===== config.mk =====
export PLATFORM = sky130hd
export DESIGN_NAME = pwm_compare_unit_flat
export DESIGN_NICKNAME = d
export VERILOG_FILES = /design/src/rtl/pwm_compare_unit_pkg.sv /design/src/rtl/pwm_compare_unit_if.sv /design/src/rtl/pwm_compare_unit_wrap_detect.sv /design/src/rtl/pwm_compare_unit.sv /design/src/flat_wrapper.sv
export SDC_FILE = /design/constraint.sdc
export NUM_CORES = 1
export LEC_CHECK = 0
export ABC_AREA = 1
export BUFFER_PORTS_ARGS = -buffer_cell sky130_fd_sc_hd__buf_4
export CAP_MARGIN = 30
export CORE_ASPECT_RATIO = 1.5
export CORE_MARGIN = 2
export CORE_UTILIZATION = 35
export CTS_BUF_LIST = sky130_fd_sc_hd__clkbuf_4
export DETAILED_ROUTE_END_ITERATION = 8
export GPL_TIMING_DRIVEN = 0
export HOLD_SLACK_MARGIN = 0.06
export PLACE_DENSITY = 0.65
export SETUP_SLACK_MARGIN = 0.3
export SYNTH_ARGS = -nofsm -noshare
export SYNTH_HDL_FRONTEND = slang
export SYNTH_HIERARCHICAL = 1
export SYNTH_SLANG_ARGS = --single-unit
export TNS_END_PERCENT = 10

===== constraint.sdc =====
create_clock -name clk -period 3.19 [get_ports clk]
set_input_delay 0.319 -clock clk [delete_from_list [all_inputs] [get_ports clk]]
set_output_delay 0.319 -clock clk [all_outputs]
set_load 0.01 [all_outputs]

===== src/rtl/pwm_compare_unit_pkg.sv =====
// pwm_compare_unit_pkg: shared state encoding and default sizes for the PWM compare unit.
package pwm_cmp_pkg;
  localparam int WIDTH_D = 4;
  localparam int PCNT_W_D = 8;
  typedef enum logic [1:0] {IDLE, ARM, RUN} state_t;
  function automatic int max_of(input int w);
    return (1 << w) - 1;
  endfunction
endpackage


===== src/rtl/pwm_compare_unit_if.sv =====
// pwm_compare_unit_if: duty-value valid/ready handshake between producer and compare unit.
interface pwm_compare_unit_if #(parameter int WIDTH = 4);
  logic             duty_valid;
  logic [WIDTH-1:0] duty_data;
  logic             duty_ready;
  modport master(output duty_valid, duty_data, input duty_ready);
  modport slave(input duty_valid, duty_data, output duty_ready);
endinterface


===== src/rtl/pwm_compare_unit_wrap_detect.sv =====
// pwm_wrap_detect: flags MAX->0 and 0->MAX transitions of the sampled count once history is primed.
module pwm_wrap_detect
  import pwm_cmp_pkg::*;
#(
  parameter int WIDTH = WIDTH_D
) (
  input  logic             clk,
  input  logic             reset_n,
  input  logic [WIDTH-1:0] count,
  output logic             wrap_up,
  output logic             wrap_dn
);
  localparam logic [WIDTH-1:0] MAX = WIDTH'(max_of(WIDTH));
  logic [WIDTH-1:0] count_q;
  logic             hist_valid;
  always_ff @(posedge clk or negedge reset_n)
    if (!reset_n) begin
      count_q    <= '0;
      hist_valid <= 1'b0;
    end else begin
      count_q    <= count;
      hist_valid <= 1'b1;
    end
  assign wrap_up = hist_valid && count_q == MAX && count == '0;
  assign wrap_dn = hist_valid && count_q == '0 && count == MAX;
endmodule


===== src/rtl/pwm_compare_unit.sv =====
// pwm_compare_unit: PWM from count vs double-buffered duty, period boundary at count wrap.
// Optional sticky wrap interrupt (irq/irq_clr) when PWM_IRQ_EN is defined.
module pwm_compare_unit
  import pwm_cmp_pkg::*;
#(
  parameter int WIDTH  = WIDTH_D,
  parameter int PCNT_W = PCNT_W_D
) (
  input  logic              clk,
  input  logic              reset_n,
  input  logic              enable,
  input  logic [WIDTH-1:0]  count,
  pwm_compare_unit_if.slave duty,
  output logic              pwm_out,
  output logic              wrap_pulse,
  output logic              wrap_dir,
  output logic [PCNT_W-1:0] period_cnt,
  output logic [WIDTH-1:0]  active_duty
`ifdef PWM_IRQ_EN
  ,
  input  logic              irq_clr,
  output logic              irq
`endif
);
  state_t              state, state_d;
  logic                wrap_up, wrap_dn, wrap, wrap_ev, pending, accept, pwm_d;
  logic [WIDTH-1:0]    shadow;
  logic [PCNT_W-1:0]   pcnt_d;
  pwm_wrap_detect #(.WIDTH(WIDTH)) u_wrap (
    .clk    (clk),
    .reset_n(reset_n),
    .count  (count),
    .wrap_up(wrap_up),
    .wrap_dn(wrap_dn)
  );
  assign wrap            = wrap_up | wrap_dn;
  assign wrap_ev         = wrap && state != IDLE;
  assign accept          = duty.duty_valid && !pending;
  assign duty.duty_ready = !pending;
  always_ff @(posedge clk or negedge reset_n)
    if (!reset_n) state <= IDLE;
    else          state <= state_d;
  // Disable wins over a coincident wrap; ARM holds until a full period begins.
  always_comb
    if (!enable)                  state_d = IDLE;
    else if (state == IDLE)       state_d = ARM;
    else if (state == ARM && !wrap) state_d = ARM;
    else                          state_d = RUN;
  always_comb begin
    pwm_d  = state == RUN && enable && count < active_duty;
    pcnt_d = !enable ? period_cnt :
             state == IDLE ? '0 :
             !wrap ? period_cnt :
             state == ARM ? PCNT_W'(1) : period_cnt + 1'b1;
  end
  always_ff @(posedge clk or negedge reset_n)
    if (!reset_n) begin
      pwm_out     <= 1'b0;
      wrap_pulse  <= 1'b0;
      wrap_dir    <= 1'b0;
      period_cnt  <= '0;
      active_duty <= '0;
      shadow      <= '0;
      pending     <= 1'b0;
    end else begin
      pwm_out    <= pwm_d;
      wrap_pulse <= wrap_ev;
      wrap_dir   <= wrap_ev && wrap_up;
      period_cnt <= pcnt_d;
      if (wrap_ev && pending) begin
        active_duty <= shadow;
        pending     <= 1'b0;
      end
      if (accept) begin
        shadow  <= duty.duty_data;
        pending <= 1'b1;
      end
    end
`ifdef PWM_IRQ_EN
  always_ff @(posedge clk or negedge reset_n)
    if (!reset_n) irq <= 1'b0;
    else          irq <= wrap_ev | (irq & !irq_clr);
`endif
endmodule

===== src/flat_wrapper.sv =====
// flat-port wrapper written by rule: the top's interface ports become plain ports
module pwm_compare_unit_flat import pwm_cmp_pkg::*;
#(
  parameter int WIDTH  = WIDTH_D,
  parameter int PCNT_W = PCNT_W_D
)
  (clk, reset_n, enable, count, pwm_out, wrap_pulse, wrap_dir, period_cnt, active_duty, duty_duty_valid, duty_duty_data, duty_duty_ready);
  pwm_compare_unit_if #(.WIDTH(WIDTH)) duty_i ();
  input  logic clk;
  input  logic reset_n;
  input  logic enable;
  input  logic [WIDTH-1:0] count;
  output logic pwm_out;
  output logic wrap_pulse;
  output logic wrap_dir;
  output logic [PCNT_W-1:0] period_cnt;
  output logic [WIDTH-1:0] active_duty;
  input wire logic [$bits(duty_i.duty_valid)-1:0] duty_duty_valid;
  input wire logic [$bits(duty_i.duty_data)-1:0] duty_duty_data;
  output wire logic [$bits(duty_i.duty_ready)-1:0] duty_duty_ready;
  assign duty_i.duty_valid = duty_duty_valid;
  assign duty_i.duty_data = duty_duty_data;
  assign duty_duty_ready = duty_i.duty_ready;
  pwm_compare_unit #(.WIDTH(WIDTH), .PCNT_W(PCNT_W)) u_core (.clk(clk), .reset_n(reset_n), .enable(enable), .count(count), .duty(duty_i), .pwm_out(pwm_out), .wrap_pulse(wrap_pulse), .wrap_dir(wrap_dir), .period_cnt(period_cnt), .active_duty(active_duty));
endmodule

==> results of run 1 <==
## layout by cell type, fill, tap and decap left out
cell type,synthesis,routed
nand2_1,28,28
buf_4,0,27
dfrtp_1,27,27
nor2_1,26,26
inv_1,25,25
nand3_1,9,9
a21oi_1,8,8
o21ai_0,5,5
clkbuf_4,0,4
mux2_2,4,4
ha_1,4,4
nor2_8,2,2
nand2_4,2,2
dlygate4sd3_1,0,1
inv_2,1,1
inv_4,1,1
nor3_1,1,1
a21oi_4,1,1
nand2_2,1,1
o211ai_1,1,1
nor2_2,1,1
conb_1,1,1
## cells in the mapped netlist (2+ instances only)
cell type	instances
mux2_2	4
a21oi_1	8
nor2_1	26
nand2_4	2
nor2_8	2
o21ai_0	5
nand2_1	28
inv_1	25
nand3_1	9
ha_1	4
dfrtp_1	27
## metal layers
| layer | vias up | GRT usage [%] | wire [µm] |
|---|---|---|---|
| met5 | - | 0 | 0 |
| met4 | 0 | 3.08 | 0 |
| met3 | 0 | 1.90 | 119 |
| met2 | 28 | 24.1 | 1280 |
| met1 | 466 | 15.8 | 975 |
| li1 | 516 | - | - |
## worst paths after layout
check,cells past startpoint,slack (ns),endpoint,startpoint
worst min register to register,1,0.52,u_core/shadow[3]$_DFFE_PN0P_,u_core/shadow[3]$_DFFE_PN0P_
worst min-delay path,1,0.13,u_core/u_wrap/count_q[1]$_DFF_PN0_,count[1]
max in group asynchronous,2,2.49,u_core/state[0]$_DFF_PN0_,reset_n
worst max-delay path,8,1.50,u_core/period_cnt[3]$_DFFE_PN0P_,u_core/u_wrap/count_q[1]$_DFF_PN0_
min in group asynchronous,2,0.44,u_core/period_cnt[6]$_DFFE_PN0P_,reset_n
worst max register to register,8,1.50,u_core/period_cnt[3]$_DFFE_PN0P_,u_core/u_wrap/count_q[1]$_DFF_PN0_
## stage by stage
stage               total power, µW  setup slack [ns]
global route                    619              1.34
CTS                             591              1.51
floorplan                       400              1.75
detailed placement              434              1.44
finish                          578              1.50
global placement                433              1.46
## area by class of cell
cell class / count / area (µm²)
repair buffers: 28 / 213
inverters: 27 / 104
multi-input cells: 94 / 515
flip-flops and latches: 27 / 676
fillers: 369 / 2020
well taps: 43 / 53.8
clock buffers: 4 / 30.0
## power by group through the flow
stage,logic (µW),clock network [µW],registers (µW)
floorplan,30.1,0,370
CTS,66.3,162,362
global route,73.8,180,364
finish,65.0,151,362
detailed placement,65.1,0,369
global placement,63.6,0,369
## critical path: cells and delay by family, from the launching register on
family,cells,cell delay [ns]
compound gates,1,0.27
flops,1,0.40
simple gates,7,0.91
## cell families after synthesis
family | Yosys count
muxes | 4
buffers and inverters | 27
adders and majority gates | 4
other | 1
and+or+nand+nor | 70
AOI/OAI and AO/OA | 15
DFF | 27
## sequential cells by signal, indices dropped and copies added, names as in the netlist
| register | count |
|---|---|
| u_core/active_duty | 4 |
| u_core/shadow | 4 |
| u_core/pwm_out | 1 |
| u_core/u_wrap/count_q | 4 |
| u_core/wrap_dir | 1 |
| u_core/u_wrap/hist_valid | 1 |
| u_core/pending | 1 |
| u_core/wrap_pulse | 1 |
| u_core/state | 2 |
| u_core/period_cnt | 8 |
==> summary.md, run 1 <==
| Metric | Value |
|---|---|
| Status | complete, no violations |
| Core Footprint | 3610 µm² |
| Post-synthesis async set-or-reset flop share | 100% |
| DR WL/cell | 10.7 µm |
| Post-synth EDFFs | 0 |
| Final core occ | 44.0% |
| Leakage | 0.000861 µW |
| Max clock buf depth | 2 |
| Min Hold Slack | 0.128 ns |
| Initial antenna violation count | 0 |
| Period minus WS final | 1.69 ns |
| Switch share | 23.5% |
| Critical Path RT | 3.41 ns |
| Combinational power share | 11.2% |
| Register bit count reported by yosys | 27 |
| Critical path class | flop to flop |
| Clock share of power | 26.1% |
| Vias | 1010 |
| Post-synthesis mux area share | 3.48% |
| Synth warnings | 6 |
| Chip Width | 53.7 µm |
| Vias in the first global route | 1049 |
| Final slew viol count | 0 |
| # rows | 27 |
| Final Non-Filler Cells | 223 |
| Worst Setup Start Kind | flop |
| Peak supply drop | 0.000228 V |
| Synth-to-Final Area Change | 22.9% |
| CTS resizes | 0 |
| Synth top area share | 52.2% |
| Share of cells above drive strength 1 | 24.4% |
| Clock latency on the worst-skew pair | 0.31 ns |
| Largest family of logic cells by synthesized area | simple AND/OR/NAND/NOR gates |
| Post-DRT Antenna Nets | 0 |
| Crit. End Element | flop |
| Register area share after synthesis | 52.2% |
| Hold Path Class | input port to flop |
| Synth cell types | 19 |
| Grt ovf | 0 |
| Post-synthesis compound-gate area fraction | 6.86% |
| Crit-path cells | nor2_1 > nand3_1 > nor2_1 > nor2_8 > a21oi_4 > nand2_1 > nand2_1 > nor2_1 |
| Sequential Power Share | 62.7% |
| Area leader, netlist | dfrtp_1 |
| Post-Synth XOR/XNOR Area | 0% |
| Clock skew | 0.00547 ns |
| Simple-gate share of the synthesized area | 25.3% |
| Critical Path Fanout Max | 8 |
| Initial DRT Pass Iterations | 4 |
| Die Y | 78.5 µm |
| # nets final | 197 |
| First-pass GRT wire length | 4320 µm |
| Adder-cell share of the synthesized area | 3.86% |
| Pint | 442 µW |
| Antenna fix cells | 0 |
| Mean Syn Cell Area | 8.75 µm² |
| Post-Route WL | 2380 µm |
| Post-CTS Setup Bufs | 0 |
| Initial core utilization | 35.8% |
| Pwr Density | 363 nW/µm² |
| Syn Nets | 164 |
| CTS Buf Count | 3 |
| Final Hold Fails | 0 |
| Fmax | 0.592 GHz |
| NetSw | 136 µW |
| Prevailing post-synth register cell | dfrtp_1 |
| Root Driver | clkbuf_4 |
| CTS H-tree lvls | 1 |
| Placed cell area | 1550 µm² |
| Port bufs | 27 |
| Maximum Capacitance Violations | 0 |
| DRC viols | 0 |
| Top post-synthesis cells by area | dfrtp_1 (52%), nand2_1 (8.1%), nor2_1 (7.5%), inv_1 (7.2%), ha_1 (3.9%) |
| Clk slew on worst S/H paths | 0.14 ns |
| Post-Syn Area | 1290 µm² |
| Post-route cell area | 1590 µm² |
| Initial DRC count | 10 |
| GPL Wtd Cong | 0.744 |
| Slowest stage delay, CP | 0.40 ns |
| Tot GR Track Use | 13.3% |
| DR vias/cell | 4.53 |
| Dpl cells | 218 |
| CTS tree | built |
| Synthesized netlist cell count | 148 |
| Unrepaired setup endpoints after global routing | false |
| HPWL after DPL | 1820 µm |
| CP Data Arrival Time | 1.91 ns |
| Hold buffer count at CTS | 1 |
| Final Setup Violations | 0 |
| Worst path most repeated cell | nor2_1 |
| Slowest-stage cell, CP | dfrtp_1 |
| Sink Count | 27 |
| Die area | 4210 µm² |
| Largest net degree at the start of global routing | 28 |
| I/O Pins | 28 |
| Period utilisation layout | 52.9% |
| Setup TNS | 0 ns |
(Power assumes the default switching activity.)
==> inputs of run 2 (changes only) <==
--- a/config.mk
+++ b/config.mk
@@ -5,7 +5,7 @@
 export SDC_FILE = /design/constraint.sdc
 export NUM_CORES = 1
 export LEC_CHECK = 0
-export ABC_AREA = 1
+export ABC_AREA = 0
 export BUFFER_PORTS_ARGS = -buffer_cell sky130_fd_sc_hd__buf_4
 export CAP_MARGIN = 30
 export CORE_ASPECT_RATIO = 1.5
@@ -15,7 +15,7 @@
 export DETAILED_ROUTE_END_ITERATION = 8
 export GPL_TIMING_DRIVEN = 0
 export HOLD_SLACK_MARGIN = 0.06
-export PLACE_DENSITY = 0.65
+export PLACE_DENSITY = 0.68
 export SETUP_SLACK_MARGIN = 0.3
 export SYNTH_ARGS = -nofsm -noshare
 export SYNTH_HDL_FRONTEND = slang
==> constraint.sdc (replaced) <==
create_clock -name clk -period 1.5 [get_ports clk]
set_input_delay 0.15 -clock clk [delete_from_list [all_inputs] [get_ports clk]]
set_output_delay 0.15 -clock clk [all_outputs]
set_load 0.01 [all_outputs]
==> run 2 against run 1 <==
Final area increased by 5.2%. The run now ends with setup timing left. Sequential share of layout area decreased by 2.0 points. Total power increased by 110%. Largest cell class unchanged. Clock-buffer cell count unchanged. Critical path depth decreased by 1.
==> summary.md, run 2 <==
| Metric | Value |
|---|---|
| Register bit count reported by yosys | 27 (unchanged) |
| Failing checks | setup timing |
| Unrepaired setup endpoints after global routing | true |
| Post-synth EDFFs | 0 (unchanged) |
| Pint | 948 µW (+110%) |
| HPWL after DPL | 1850 µm (+2.0%) |
| Top post-synthesis cells by area | dfrtp_1 (56%), mux2_2 (7.5%), ha_1 (4.1%), nand2_1 (4.0%), o21ai_0 (3.3%) |
| DRC viols | 0 (unchanged) |
| Critical Path RT | 1.73 ns (-1.68 ns) |
| Biggest register | u_core/period_cnt |
| Crit-path cells | or4_4 > nor3_4 > buf_4 > nor2_4 > nor2_4 > nand2_4 > mux2_2 |
| CP Depth | 7 (-1) |
| Core Footprint | 3350 µm² (-7.3%) |
| Critical path class | flop to flop |
| Sequential cell area | 677 µm² (+0.19%) |
| Final slew viol count | 0 (unchanged) |
| Synth-to-Final Area Change | 38.7% |
| First-pass GRT wire length | 4390 µm (+1.6%) |
| Synth warnings | 6 (unchanged) |
| Register area share after synthesis | 56.0% (+3.8 points) |
| Clock skew | 0.00425 ns (-0.00122 ns) |
| Synthesized netlist cell count | 106 (-28%) |
| Vias | 965 (-4.5%) |
| Largest net degree at the start of global routing | 28 (unchanged) |
| Dpl cells | 175 (-20%) |
| CP Buf/Inv Count | 1 (+1) |
| Peak supply drop | 0.000587 V (+160%) |
| Crit-path leading delay family | simple AND/OR/NAND/NOR gates |
| Final total power | 1230 µW (+110%) |
| Switch share | 23.2% (-0.32 points) |
| Die area | 3950 µm² (-6.3%) |
| Crit. End Element | flop |
| Pwr Density | 737 nW/µm² (+100%) |
| Worst Setup Start Kind | flop |
| Mean Syn Cell Area | 11.4 µm² (+30%) |
| Synth cell types | 33 (+14) |
| Most common cell after layout, fill and taps aside | buf_4 |
| I/O Pins | 28 (unchanged) |
| Root Driver | clkbuf_4 |
| Reg2Reg Setup Slack | -0.43 ns (-1.93 ns) |
| R2R depth | 7 (-1) |
| Share of cells above drive strength 1 | 39.6% (+15 points) |
| Max clock buf depth | 2 (unchanged) |
| Post-Syn Area | 1210 µm² (-6.8%) |
| Commonest cells post-synth | dfrtp_1 (27), nand2_1 (13), mux2_2 (8), o21ai_0 (8), inv_1 (6) |
| Period minus WS final | 1.93 ns (+0.239 ns) |
| Post-route cell area | 1670 µm² (+5.2%) |
| Leading cell types in the layout, fill and taps excluded | buf_4 (31), dfrtp_1 (26), nand2_1 (12), dlygate4sd3_1 (10), mux2_2 (8) |
| CTS H-tree lvls | 1 (unchanged) |
| Port bufs | 27 (unchanged) |
| Sequential Power Share | 62.4% (-0.3 points) |
| Sink Count | 27 (unchanged) |
| Final Setup Violations | 16 (+16) |
| GPL Wtd Cong | 0.728 (-2.2%) |
| Initial antenna violation count | 0 (unchanged) |
| PnR worst setup slack | -0.427 ns (-1.93 ns) |
| Period utilisation layout | 128% (+76 points) |
| Area leader, netlist | dfrtp_1 |
| Grt ovf | 0 (unchanged) |
| Fill cells | 323 (-12%) |
| Tot GR Track Use | 14.7% (+1.4 points) |
| Die Y | 75.9 µm (-3.3%) |
| Max reg flops | 8 (unchanged) |
| Antenna fix cells | 0 (unchanged) |
| Synth top area share | 56.0% (+3.8 points) |
| # nets final | 166 (-16%) |
| Min Hold Slack | 0.0935 ns (-0.0347 ns) |
| Initial DRC count | 8 (-2) |
| Hold Path Depth | 2 (+1) |
| Area of the multi-input gates | 559 µm² (+8.5%) |
| Clock latency on the worst-skew pair | 0.33 ns (+0.02 ns) |
| Pre-CTS WS | -0.456 ns (-1.90 ns) |
| Critical Path Fanout Max | 5 (-3) |
| Placed cell area | 1470 µm² (-5.2%) |
| Final Non-Filler Cells | 191 (-14%) |
| Slowest-stage cell, CP | or4_4 |
| Fmax | 0.519 GHz (-12%) |
| Maximum Capacitance Violations | 0 (unchanged) |
| # rows | 26 (-3.7%) |
| CTS Buf Count | 3 (unchanged) |
| Clock share of power | 27.1% (+1.0 points) |
| Post-DRT Antenna Nets | 0 (unchanged) |
| Combinational power share | 10.5% (-0.7 points) |
| Leakage | 0.000770 µW (-11%) |
| Initial core utilization | 36.0% (+0.21 points) |
| DR vias/cell | 5.05 (+12%) |
| Post-Route WL | 2610 µm (+9.8%) |
| DR WL/cell | 13.7 µm (+28%) |
| NetSw | 286 µW (+110%) |
| Post-synthesis async set-or-reset flop share | 100% (unchanged) |
| Initial DRT Pass Iterations | 4 (unchanged) |
| Prevailing post-synth register cell | dfrtp_1 |
| Hold Path Class | input port to flop |
| Slowest stage delay, CP | 0.55 ns (+0.15 ns) |
| Most frequent cell after synthesis | dfrtp_1 |
| CTS tree | built |
| Chip Width | 52.0 µm (-3.2%) |
| Status | complete, but fails checks |
| CP Data Arrival Time | 2.16 ns (+0.25 ns) |
| Clk slew on worst S/H paths | 0.14 ns (about the same) |
| Final Hold Fails | 0 (unchanged) |
| Vias in the first global route | 989 (-5.7%) |
| Syn Nets | 122 (-26%) |
| Worst path most repeated cell | nor2_4 |
run 2: cell types whose count changed in the layout (fill, tap and decap cells not counted), sizes merged, moves of 3 or more:
cell | previous run | this run
dlygate4sd3 | 1 | 10
inv | 27 | 6
nor2 | 29 | 5
a31oi | 0 | 3
nand3 | 9 | 5
buf | 27 | 31
a21oi | 9 | 1
nand2 | 31 | 13
nor2b | 0 | 3
mux2 | 4 | 8
o21ai | 5 | 8
run 2: worst reg2reg max path, delay by kind of cell (launching register included):
family	cells	cell delay (ns)
buffers and inverters	1	0.15
DFF	1	0.41
and+or+nand+nor	5	0.99
muxes	1	0.28
run 2: cell families after synthesis:
group | count (synthesis) | share of synthesized area, %
simple gates | 40 | 19.3
flops | 27 | 56.0
other cells | 1 | 0.311
mux | 8 | 7.46
buf+inv | 8 | 2.90
compound gates | 18 | 9.95
fa+ha+maj | 4 | 4.15
run 2: stage by stage:
step / util, % / setup TNS, ns
floorplan: - / -2.32
global placement: 43.9 / -3.93
detailed placement: 43.9 / -4.46
CTS: 49.3 / -4.24
global route: 50.0 / -5.63
finish: 50.0 / -4.52
run 2: cell type report:
| type | count | share of cell area (%) |
|---|---|---|
| plain buffers | 2 | 0.897 |
| clock buffers | 4 | 1.79 |
| inverters | 6 | 1.35 |
| multi-input cells | 71 | 33.4 |
| flip-flops and latches | 27 | 40.4 |
| well taps | 42 | 3.14 |
| repair buffers | 39 | 19.0 |
run 2: timing repair:
action | in CTS | in global routing
gates resized for setup | 11 | 6
hold buffers | 9 | 1
pin swaps | 3 | 5
buffers inserted | 2 | 0
setup endpoints to repair | 22 | 24
hold endpoints to repair | 36 | 1
run 2: path summary, 6_finish.rpt:
path                                                           to                          startpoint
worst max-delay path            u_core/active_duty[2]$_DFFE_PN0P_  u_core/u_wrap/count_q[2]$_DFF_PN0_
worst max register to register  u_core/active_duty[2]$_DFFE_PN0P_  u_core/u_wrap/count_q[2]$_DFF_PN0_
min in group asynchronous               u_core/wrap_dir$_DFF_PN0_                             reset_n
worst min-delay path                    u_core/state[0]$_DFF_PN0_                              enable
worst min register to register           u_core/pwm_out$_DFF_PN0_           u_core/state[0]$_DFF_PN0_
max in group asynchronous        u_core/period_cnt[3]$_DFFE_PN0P_                             reset_n
run 2: power groups by stage:
stage	combinational, µW	sequential [µW]	clock [µW]
6_report	130	770	334
3_5_place_dp	104	784	0
2_1_floorplan	42.1	782	0
4_1_cts	129	771	352
5_1_grt	144	775	378
3_3_place_gp	99.7	782	0
run 2: metal layers:
layer,GRT usage (%),vias up,part of all wire (%)
li1,-,462,-
met1,16.7,468,40
met2,25.9,30,53
met3,2.36,5,5.5
met4,6.32,0,2.0
met5,0,-,0
